[src/rtl/kbuf_pkg.sv]
// kbuf_pkg: definitions shared by the kernel buffer sequencer and the kernel
// buffer unpack logic.
//   - default geometry (log2 bank count, address width, word width)
//   - sequencer state encoding
//   - bit positions of the fields in the packed io bundle
//     {ioSelect, ioWrite, ioBankSelect[depth-1:0], ioInput[W-1:0]}
package kbuf_pkg;

  localparam int KB_DEPTH = 2;
  localparam int KB_A     = 7;
  localparam int KB_W     = 16;

  typedef enum logic [1:0] {
    IDLE  = 2'd0,
    LOAD  = 2'd1,
    READ  = 2'd2,
    DRAIN = 2'd3
  } kbuf_state_e;

  // Field offsets for the default geometry.
  localparam int IO_SEL      = KB_W + KB_DEPTH + 1;
  localparam int IO_WR       = KB_W + KB_DEPTH;
  localparam int IO_BANK_MSB = KB_W + KB_DEPTH - 1;

  // The same offsets for any geometry, so a re-parameterised instance packs
  // the bundle exactly as the unpack side expects.
  function automatic int ioSelPos(input int w, input int d);
    return w + d + 1;
  endfunction

  function automatic int ioWrPos(input int w, input int d);
    return w + d;
  endfunction

  function automatic int ioBankMsbPos(input int w, input int d);
    return w + d - 1;
  endfunction

endpackage

[src/rtl/kbuf_addr_gen.sv]
// kbuf_addr_gen: bank/row counter pair for the kernel buffer sequencer.
// Ports:
//   clk_i, rst_i   clock, synchronous active-high reset
//   clear_i        return both counters to zero
//   en_i           advance one step
//   row_only_i     step the row counter every enable (bank stays 0)
//   last_row_i     index of the final row of the current phase
//   bank_o, row_o  current bank and row
//   tc_o           current step is the final one (last bank of last row)
module kbuf_addr_gen #(
  parameter int depth = 2,
  parameter int A     = 7
) (
  input  logic             clk_i,
  input  logic             rst_i,
  input  logic             clear_i,
  input  logic             en_i,
  input  logic             row_only_i,
  input  logic [A:0]       last_row_i,
  output logic [depth-1:0] bank_o,
  output logic [A:0]       row_o,
  output logic             tc_o
);

  localparam logic [depth-1:0] BANK_ONE = 1;
  localparam logic [A:0]       ROW_ONE  = 1;

  logic [depth-1:0] bank_q, bank_d;
  logic [A:0]       row_q, row_d;
  logic             bankWrap;

  // In row-only mode every step moves to the next row.
  assign bankWrap = row_only_i | (&bank_q);
  assign tc_o     = bankWrap & (row_q == last_row_i);
  assign bank_o   = bank_q;
  assign row_o    = row_q;

  always_comb begin
    bank_d = bank_q;
    row_d  = row_q;
    if (clear_i) begin
      bank_d = '0;
      row_d  = '0;
    end else if (en_i) begin
      if (bankWrap) begin
        bank_d = '0;
        row_d  = row_q + ROW_ONE;
      end else begin
        bank_d = bank_q + BANK_ONE;
      end
    end
  end

  always_ff @(posedge clk_i) begin
    if (rst_i) begin
      bank_q <= '0;
      row_q  <= '0;
    end else begin
      bank_q <= bank_d;
      row_q  <= row_d;
    end
  end

endmodule

[src/rtl/kernel_buffer_ctrl.sv]
// kernel_buffer_ctrl: sequencer in front of the banked kernel buffer.
// LOAD scatters a valid/ready word stream row-major across the 2^depth banks;
// READ sweeps the rows once so the convolution unit gets one full row per
// cycle. The two phases are mutually exclusive.
// Ports:
//   CLK, RST                 clock, synchronous active-high reset
//   cfg_rows                 rows to load/read, sampled on a start pulse
//   load_start, read_start   phase start pulses (ignored while busy)
//   in_data/in_valid/in_ready  kernel word stream
//   read_stall               hold the current read row
//   op_valid, op_row         row presented by the buffer this cycle
//   load_done, read_done     one-cycle completion pulses
//   busy                     sequencer not idle
//   address                  shared buffer row address
//   ioInputs                 {ioSelect, ioWrite, ioBankSelect, ioInput}
module kernel_buffer_ctrl
  import kbuf_pkg::*;
#(
  parameter int depth = KB_DEPTH,
  parameter int A     = KB_A,
  parameter int W     = KB_W
) (
  input  logic               CLK,
  input  logic               RST,
  input  logic [A:0]         cfg_rows,
  input  logic               load_start,
  input  logic [W-1:0]       in_data,
  input  logic               in_valid,
  output logic               in_ready,
  input  logic               read_start,
  input  logic               read_stall,
  output logic               op_valid,
  output logic [A-1:0]       op_row,
  output logic               load_done,
  output logic               read_done,
  output logic               busy,
  output logic [A-1:0]       address,
  output logic [W+depth+1:0] ioInputs
);

  localparam int SEL_POS      = ioSelPos(W, depth);
  localparam int WR_POS       = ioWrPos(W, depth);
  localparam int BANK_MSB_POS = ioBankMsbPos(W, depth);
  localparam logic [A:0] ROW_ONE = 1;

  kbuf_state_e      state_q;
  logic [A:0]       rows_q;
  logic             op_valid_q;
  logic [A-1:0]     op_row_q;
  logic             load_done_q;
  logic             read_done_q;

  logic             handshake;
  logic             cntEn;
  logic [depth-1:0] bankCnt;
  logic [A:0]       rowCnt;
  logic             lastStep;

  assign handshake = (state_q == LOAD) & in_valid;
  assign cntEn     = handshake | ((state_q == READ) & ~read_stall);

  // Counters sit at zero whenever idle, so each phase starts from row 0.
  kbuf_addr_gen #(
    .depth (depth),
    .A     (A)
  ) u_addr_gen (
    .clk_i      (CLK),
    .rst_i      (RST),
    .clear_i    (state_q == IDLE),
    .en_i       (cntEn),
    .row_only_i (state_q == READ),
    .last_row_i (rows_q - ROW_ONE),
    .bank_o     (bankCnt),
    .row_o      (rowCnt),
    .tc_o       (lastStep)
  );

  assign in_ready  = (state_q == LOAD);
  assign busy      = (state_q != IDLE);
  assign op_valid  = op_valid_q;
  assign op_row    = op_row_q;
  assign load_done = load_done_q;
  assign read_done = read_done_q;
  assign address   = ((state_q == LOAD) || (state_q == READ)) ? rowCnt[A-1:0] : '0;

  // The write strobe and payload follow the handshake combinationally so a
  // word lands in the buffer on the same edge it is accepted.
  always_comb begin
    ioInputs = '0;
    if (state_q == LOAD) begin
      ioInputs[SEL_POS] = 1'b1;
      if (handshake) begin
        ioInputs[WR_POS]                = 1'b1;
        ioInputs[BANK_MSB_POS -: depth] = bankCnt;
        ioInputs[W-1:0]                 = in_data;
      end
    end
  end

  // Phase sequencing. op_valid/op_row are registered because the buffer read
  // is one cycle behind the address; DRAIN presents the final row.
  always_ff @(posedge CLK) begin
    if (RST) begin
      state_q     <= IDLE;
      rows_q      <= '0;
      op_valid_q  <= 1'b0;
      op_row_q    <= '0;
      load_done_q <= 1'b0;
      read_done_q <= 1'b0;
    end else begin
      load_done_q <= 1'b0;
      read_done_q <= 1'b0;
      op_valid_q  <= 1'b0;
      case (state_q)
        IDLE: begin
          if (load_start) begin
            rows_q <= cfg_rows;
            if (cfg_rows == '0) load_done_q <= 1'b1;
            else                state_q     <= LOAD;
          end else if (read_start) begin
            rows_q <= cfg_rows;
            if (cfg_rows == '0) read_done_q <= 1'b1;
            else                state_q     <= READ;
          end
        end
        LOAD: begin
          if (handshake && lastStep) begin
            state_q     <= IDLE;
            load_done_q <= 1'b1;
          end
        end
        READ: begin
          if (!read_stall) begin
            op_valid_q <= 1'b1;
            op_row_q   <= rowCnt[A-1:0];
            if (lastStep) begin
              state_q     <= DRAIN;
              read_done_q <= 1'b1;
            end
          end
        end
        DRAIN: begin
          state_q <= IDLE;
        end
        default: begin
          state_q <= IDLE;
        end
      endcase
    end
  end

endmodule

[config.mk]
export PLATFORM = sky130hd
export DESIGN_NAME = kernel_buffer_ctrl
export DESIGN_NICKNAME = d
export VERILOG_FILES = /design/src/rtl/kbuf_pkg.sv /design/src/rtl/kbuf_addr_gen.sv /design/src/rtl/kernel_buffer_ctrl.sv
export SDC_FILE = /design/constraint.sdc
export NUM_CORES = 1
export LEC_CHECK = 0
export BUFFER_PORTS_ARGS = -buffer_cell sky130_fd_sc_hd__buf_2
export CORE_MARGIN = 4
export CORE_UTILIZATION = 48
export CTS_CLUSTER_DIAMETER = 120
export DETAILED_ROUTE_END_ITERATION = 8
export PLACE_DENSITY_LB_ADDON = 0.3
export SLEW_MARGIN = 10
export SYNTH_ARGS = -nofsm -noshare
export SYNTH_HDL_FRONTEND = slang
export SYNTH_HIERARCHICAL = 1
export SYNTH_SLANG_ARGS = --single-unit
[constraint.sdc]
create_clock -name CLK -period 3.5 [get_ports CLK]
set_input_delay 0.7 -clock CLK [delete_from_list [all_inputs] [get_ports CLK]]
set_output_delay 0.7 -clock CLK [all_outputs]
set_load 0.03 [all_outputs]
# Word level (Yosys, flattened, before mapping)
# Index checks and enable logic that the tools add are counted.
[op_classes]
n_eq_ne = 9
muxes = 24
add_sub_neg = 3
reduce_logical = 13
n_bitwise = 7
[op_table]
columns = ["operator", "count"]
rows = [
  ["$mux W20", 1],
  ["$mux W19", 1],
  ["$mux W2", 8],
  ["$mux W8", 2],
  ["$add A8 B1 Y8 const B", 1],
  ["$eq A8 B8 Y1", 1],
  ["$logic_not A8 Y1", 1],
  ["$mux W1", 8],
  ["$pmux W2 S4", 1],
  ["$reduce_and A2 Y1", 4],
  ["$sub A8 B1 Y8 const B", 1],
  ["$mux W7", 1],
  ["$ne A2 B2 Y1 const B", 3],
  ["$reduce_and A5 Y1", 1],
  ["$eq A2 B2 Y1 const B", 2],
  ["$pmux W1 S2", 2],
  ["$reduce_bool A2 Y1", 2],
  ["$reduce_or A2 Y1", 2],
  ["$and A1 B1 Y1", 3],
  ["$ne A3 B3 Y1 const B", 1],
  ["$add A2 B1 Y2 const B", 1],
  ["$eq A2 B1 Y1 const B", 1],
  ["$logic_not A2 Y1", 1],
  ["$ne A2 B1 Y1 const B", 1],
  ["other kinds (4)", 6],
]
[totals]
wordCells = 64
out_inout_bits = 39
regBits = 30
in_bits = 30

# Longest topological paths before layout
# Gate-level depths: netlist (run 1).
[depth]
depth_word = 6
depth_mapped = 12
ltp_nobuf = 12

# Hierarchy
# Netlist (run 1), hierarchy kept.
[by_module_without_submodules]
columns = ["mod", "area_per_inst_um2", "cells_per_inst", "seq_area_each_um2", "n_inst"]
rows = [
  ["kernel_buffer_ctrl", 1173.6, 142, 400.4, 1],
  ["kbuf_addr_gen", 564.3, 65, 200.2, 1],
]

# Worst setup path after synthesis (run 1)
# Ideal clock, no wire load.
[synth_timing]
path_type = "register to register"
startpoint = "register rows_q[2]"
endpoint = "register state_q[0]"
path_stages_with_launch = 11
path_slack_ns = 0.896
t_required_ns = 3.414
path_buffers = 0
t_arrival_ns = 2.518
setup_time_ns = 0.086
synth_period_minus_slack_ns = 2.604
path_cell_list = "dfxtp_1 or4_4 nor4_2 xor2_1 xnor2_1 nand4_1 nor3_1 nand2_1 a22oi_1 a21bo_2 a221oi_2"
[synth_via]
elab_chain_len = 6
elab_cells_between_ends = 7
classes_between = "add/sub (1); eq/ne (3); bitwise (1); reduce/logical (2)"
[synth_rtl]
columns = ["element", "line", "text"]
rows = [
  ["start, declared", "kernel_buffer_ctrl.sv:47", "logic [A:0] rows_q;"],
  ["start signal, assigned", "kernel_buffer_ctrl.sv:117", "rows_q <= cfg_rows;"],
  ["start signal, assigned", "kernel_buffer_ctrl.sv:121", "rows_q <= cfg_rows;"],
  ["$sub A8 B1 Y8 *", "kernel_buffer_ctrl.sv:72", ".last_row_i (rows_q - ROW_ONE),"],
  ["$eq A8 B8 Y1 *", "kbuf_addr_gen.sv:34", "assign tc_o = bankWrap & (row_q == last_row_i);"],
  ["$and A1 B1 Y1 *", "kbuf_addr_gen.sv:34", ""],
  ["via lastStep", "kernel_buffer_ctrl.sv:57", "logic lastStep;"],
  ["$logic_and A1 B1 Y1", "kernel_buffer_ctrl.sv:127", "if (handshake && lastStep) begin"],
  ["$ne A2 B1 Y1 (no source line)", "--", ""],
  ["$reduce_and A5 Y1 (no source line) *", "--", ""],
  ["end signal, assigned", "kernel_buffer_ctrl.sv:123", "else state_q <= READ;"],
  ["end signal, assigned", "kernel_buffer_ctrl.sv:128", "state_q <= IDLE;"],
  ["end signal, assigned", "kernel_buffer_ctrl.sv:137", "state_q <= DRAIN;"],
  ["end, declared", "kernel_buffer_ctrl.sv:46", "kbuf_state_e state_q;"],
]
# Mark *: on every way through the listed nets, which the timed path passes. The rest lies on a longest branch.
# A chain may end at the register's enable or synchronous reset.

# Worst setup path in the final report (run 1)
# Same ends and word-level chain as after synthesis.

==> reports/metrics.csv, run 1 <==
metric;value;unit
status;finished clean;
area share of the largest cell type after synthesis;34.6;%
CTS tree;built;
H-tree depth;2;
GRT Residual Overflow;0;
Post-synth ARST share;0;%
Die X;68.2;um
Cells after Synth;207;
port bufs;68;
DRC Markers;0;
vias in the first global route;1455;
worst-skew pair later-pin latency;330;ps
crit path kind;flop to flop;
Leak;0.00105;uW
Starting DRT DRC Count;47;
Sink Count;30;
clk root buf;clkbuf_4;
synth top area cells;dfxtp_1, and3_1, mux2i_1;
Pins Over Slew Limit;0;
Worst slew margin;62.7;%
RSZ-0062 raised after global routing;false;
Antenna diodes;0;
sequential fraction of the synthesis area;34.6;%
largest net degree at the start of global routing;24;
post-cts gate resize count;0;
largest area contributor in the netlist;dfxtp_1;
I/O Pins;69;
worst-path fanout max;5;
FILL cells;297;
Arrival @ worst endpoint;3120;ps
Yosys reg bits;30;
Clock Tree Buf Depth;2;
Required @ worst endpoint;3750;ps
multi-input logic area;1050;um^2
post-route ant nets;0;
Synth cell types;41;
Layout Skew;18.6;ps
die area;4650;um^2
Clock transition at path regs;110;ps
vias per std cell;5.27;
non-filler cells, final;316;
layout cell share with drive strength beyond 1;32.6;%
startpoint types;flop;
crit end category;flop;
Final Hold Fails;0;
crit share post-route;81.9;%
Final setup viols;0;
dpl cells;308;
Yosys warnings;6;
Post-CTS Setup Repair Bufs;0;
Final Power;1220;uW
Die Span Y;68.2;um
post-layout util;63.1;%
GRT Overall Usage;18.0;%
sequential cell area;601;um^2
CTS buffer count;5;
DR WL/cell;13.1;um
routed wire length;4140;um
Peak VDD IR;0.000340;V
Syn Nets;243;
worst slew pin tran;559;ps
Initial Util;50.9;%
CORE AREA;3420;um^2
synth-to-layout area growth;24.0;%
Hold WC Path Type;flop to flop;
mean area per synthesized cell;8.40;um^2
Post-Route Setup TNS;0;ps
max_cap viols;0;
Synth Cell Area;1740;um^2
nets;305;
Placer Congestion;0.774;
DP Wirelength;3180;um
Max Freq;349;MHz
top_reg_cell synth;dfxtp_1;
hold_ws;457;ps
hold buffers post-CTS;0;
first-pass GRT wire length;6410;um
standard-cell rows;21;
via count;1666;
Pre-antenna DRT Iters;5;
Post-synth EDFFs;0;
min cycle time layout;2870;ps
antenna violations before repair;0;
Cell Pwr Density;568;nW/um^2
## synth_stat cells, types with 2 or more instances
cell type and instances:
clkbuf_1 9, o21a_1 3, o31ai_1 3, nor2_1 18
xor2_1 6, xnor2_1 11, nand2b_1 4, and3_1 18
ha_1 6, nand4_1 2, or4_1 2, buf_4 2
buf_2 2, and2_1 8, nand3_1 2, inv_1 8
dfxtp_1 30, or4_4 3, a21oi_1 12, mux2i_1 10
nor3_1 3, nand2_1 21, o22ai_1 2, o21ai_2 2
or3_1 2, o21ai_0 3
## cell usage in the layout (no fill, tap or decap), types with 2 or more instances in the layout
master,netlist,layout
buf_2,2,68
inv_1,8,8
o21a_1,3,3
o21ai_2,2,2
o31ai_1,3,3
or3_1,2,2
and3_1,18,18
nor3_1,3,3
xnor2_1,11,11
nand2_1,21,21
nand3_1,2,2
nand2b_1,4,4
or4_4,3,3
nand4_1,2,2
clkbuf_8,0,3
ha_1,6,6
o21ai_0,3,3
dfxtp_1,30,30
nor2_1,18,18
or4_1,2,2
and2_1,8,8
o22ai_1,2,2
a21oi_1,12,12
clkbuf_4,0,5
xor2_1,6,6
mux2i_1,10,10
## worst paths after layout
kind	endpoint	slack [ps]	cells after the start	from
setup / recovery	state_q[0]$_SDFFE_PP0P_	630	10	rows_q[2]$_SDFFE_PP0P_
hold / removal	op_row[3]$_SDFFE_PP0P_	460	2	op_row[3]$_SDFFE_PP0P_
setup reg to reg	state_q[0]$_SDFFE_PP0P_	630	10	rows_q[2]$_SDFFE_PP0P_
hold reg to reg	op_row[3]$_SDFFE_PP0P_	460	2	op_row[3]$_SDFFE_PP0P_
## final cells by class
type / instances / area share, %
Sequential cell: 30 / 27.9
Timing Repair Buffer: 68 / 15.8
Clock buffer: 8 / 3.66
Tap cell: 46 / 2.67
Multi-Input combinational cell: 156 / 48.6
Inverter: 8 / 1.39
## stage by stage
step	area (um^2)	setup slack, ps
2_1_floorplan	1740	896
3_3_place_gp	2080	782
3_5_place_dp	2080	663
4_1_cts	2160	641
5_1_grt	2160	360
6_report	2160	634
## worst max-delay path, cell delays in order (launching register included)
cell and delay (ps):
dfxtp_1 360, or4_4 560, nor4_2 190, xor2_1 210
xnor2_1 140, nand4_1 100, nor3_1 330, nand2_1 100
a22oi_1 260, a21bo_2 280, a221oi_2 250
## state kept, by name, summed over array words and instances, names as in the netlist
name               count
rows_q                 8
u_addr_gen/row_o       8
op_row                 7
state_q                2
u_addr_gen/bank_o      2
load_done              1
op_valid               1
read_done              1
## power by group
group	total [uW]	switching [uW]	internal, uW	leakage, uW
combinational	561	334	227	0.000759
clock	256	119	137	0.0000446
sequential	408	33.5	374	0.000244
## logic make-up (layout without fill, tap and decap cells)
group,after synthesis,in the layout,share of synthesized area [%]
flip-flops,30,30,34.6
AND/OR/NAND/NOR,91,91,29.2
multiplexers,10,10,5.76
XOR/XNOR,17,17,8.57
adder cells (fa/ha/maj),6,6,4.32
AO/OA/AOI/OAI,32,32,12.5
buffers and inverters,21,84,5.11
## metal layers
metal | global-route usage, % | vias to the layer above | share of wire (%)
met1 | 21.3 | 754 | 42
met4 | 4.47 | 0 | 1.1
li1 | - | 837 | -
met5 | 0 | - | 0
met3 | 4.60 | 6 | 9.0
met2 | 32.0 | 69 | 48
Note: power is estimated with default switching activity, not from simulation.
==> run 2, diff against run 1 <==
==> constraint.sdc (replaced) <==
create_clock -name CLK -period 2.65 [get_ports CLK]
set_input_delay 0.53 -clock CLK [delete_from_list [all_inputs] [get_ports CLK]]
set_output_delay 0.53 -clock CLK [all_outputs]
set_load 0.03 [all_outputs]
==> reports/metrics.csv, run 2 (synthesis gave the netlist of run 1 again) <==
metric;value;unit;change
status;finished clean;;
CORE AREA;3420;um^2;unchanged
GRT Residual Overflow;0;;unchanged
CTS buffer count;5;;unchanged
hold buffers post-CTS;0;;unchanged
DRC Markers;0;;unchanged
synth-to-layout area growth;27.4;%;
crit path kind;flop to flop;;
nets;313;;+2.6%
Peak VDD IR;0.000445;V;+31%
r2r startpoint;rows_q[3]$_SDFFE_PP0P_;;
min cycle time layout;2570;ps;-292 ps
Clock Tree Buf Depth;2;;unchanged
Die Span Y;68.2;um;unchanged
vias in the first global route;1415;;-2.7%
worst-skew pair later-pin latency;340;ps;about the same
Switch Pwr;661;uW;+36%
Required @ worst endpoint;2910;ps;-840 ps
placed inst area;2140;um^2;+2.9%
clock power share;16.5;%;-4.4 points
vias per std cell;5.16;;-2.1%
worst reg-to-reg setup slack;80;ps;-560 ps
post-route ant nets;0;;unchanged
crit share post-route;97.1;%;+15 points
standard-cell rows;21;;unchanged
Comb pwr share;50.6;%;+4.8 points
H-tree depth;2;;unchanged
DR WL/cell;12.9;um;-1.2%
Placer Congestion;0.744;;-3.9%
worst-path fanout max;3;;-2
Layout Skew;15.7;ps;-2.87 ps
dpl cells;316;;+2.6%
most frequent cells in the layout;buf_2, dfxtp_1, nand2_1, nor2_1, and3_1;;
Antenna diodes;0;;unchanged
Final Hold Fails;0;;unchanged
port bufs;68;;unchanged
Cell Pwr Density;735;nW/um^2;+29%
layout cell share with drive strength beyond 1;35.1;%;+2.6 points
hold endpoint;rows_q[3]$_SDFFE_PP0P_;;
Die X;68.2;um;unchanged
worst-case reg-to-reg path depth;10;;unchanged
Leak;0.00108;uW;+2.9%
sequential share of power;32.9;%;-0.4 points
Sink Count;30;;unchanged
Sw Ratio;40.6;%;+0.93 points
largest net degree at the start of global routing;24;;unchanged
worst slew pin tran;541;ps;-18.3 ps
via count;1662;;-0.24%
hold_sp;cfg_rows[3];;
first-pass GRT wire length;6440;um;+0.53%
Final setup viols;0;;unchanged
Worst slew margin;63.9;%;+1.2 points
Clock transition at path regs;100;ps;about the same
I/O Pins;69;;unchanged
WHS Path Cells;3;;+1
R2R Path End;state_q[0]$_SDFFE_PP0P_;;
antenna violations before repair;0;;unchanged
commonest non-fill, non-tap cell in the layout;buf_2;;
Hold WC Path Type;input port to flop;;
post-layout util;64.8;%;+1.7 points
CTS tree;built;;
Initial Util;50.9;%;unchanged
DP Wirelength;3180;um;+0.20%
routed wire length;4160;um;+0.68%
die area;4650;um^2;unchanged
Pins Over Slew Limit;0;;unchanged
clk root buf;clkbuf_4;;
max_cap viols;0;;unchanged
GRT Overall Usage;18.6;%;+0.64 points
startpoint types;flop;;
crit end category;flop;;
post-route cell area;2210;um^2;+2.7%
Pre-antenna DRT Iters;6;;+1
Starting DRT DRC Count;72;;+53%
RSZ-0062 raised after global routing;true;;
Max Freq;389;MHz;+11%
Internal Power;966;uW;+31%
Arrival @ worst endpoint;2840;ps;-280 ps
non-filler cells, final;322;;+1.9%
## run 2: changes by cell type in the layout (fill, tap and decap cells not counted), sizes merged
cell	delta
buf	+8
clkbuf	-2
## run 2: power by group through the flow
stage               Sequential [uW]  Combinational, uW  Clock (uW)
finish                          535                824         268
detailed placement              542                795           0
floorplan                       542                614           0
global route                    542                906         298
CTS                             532                801         275
global placement                540                784           0
## run 2: cell type report
cell class,instances,area (um^2)
sequential,30,602
multi-input combinational,156,1070
inverter,8,30.0
timing repair buffer,76,400
fill,307,1200
tap,46,57.6
clock buffer,6,51.3
## run 2: what timing repair did
item	in CTS	in global routing
hold endpoints to repair	0	0
endpoints found under the setup margin	1	2
gates resized for setup	1	4
pin swaps	0	3
setup buffers	0	0
## run 2: worst max-delay path by stage
stage	from	end	cells after the start
2_1_floorplan	rows_q[2]$_SDFFE_PP0P_	state_q[0]$_SDFFE_PP0P_	10
3_3_place_gp	rows_q[2]$_SDFFE_PP0P_	state_q[0]$_SDFFE_PP0P_	10
3_5_place_dp	rows_q[2]$_SDFFE_PP0P_	state_q[0]$_SDFFE_PP0P_	10
4_1_cts	rows_q[2]$_SDFFE_PP0P_	state_q[0]$_SDFFE_PP0P_	10
5_1_grt	rows_q[2]$_SDFFE_PP0P_	state_q[0]$_SDFFE_PP0P_	10
6_report	rows_q[3]$_SDFFE_PP0P_	state_q[0]$_SDFFE_PP0P_	10
## run 2: worst max-delay path: stages, from the launching register on
cell,delay (ps)
dfxtp_1,330
or4_4,540
nor4_4,160
xor2_1,190
xnor2_1,130
nand4_1,100
nor3_2,230
nand2_1,100
a22oi_2,200
a21bo_4,260
a221oi_2,250
## run 2: layer usage
| layer | global-route usage [%] | vias to the layer above | wire length (um) |
|---|---|---|---|
| met1 | 22.2 | 749 | 1770 |
| met3 | 5.58 | 5 | 379 |
| li1 | - | 849 | - |
| met5 | 0 | - | 0 |
| met4 | 7.44 | 0 | 40 |
| met2 | 30.9 | 59 | 1970 |
## run 2: per-stage QoR
step / hold WS (ps) / power [uW] / TNS (ps) / setup slack [ps]
floorplan: 437 / 1160 / 0 / 45.9
global placement: 440 / 1320 / 0 / 91.1
detailed placement: 447 / 1340 / 0 / 24.0
CTS: 446 / 1610 / 0 / 50.0
global route: 463 / 1750 / -249 / -148
finish: 451 / 1630 / 0 / 76.1
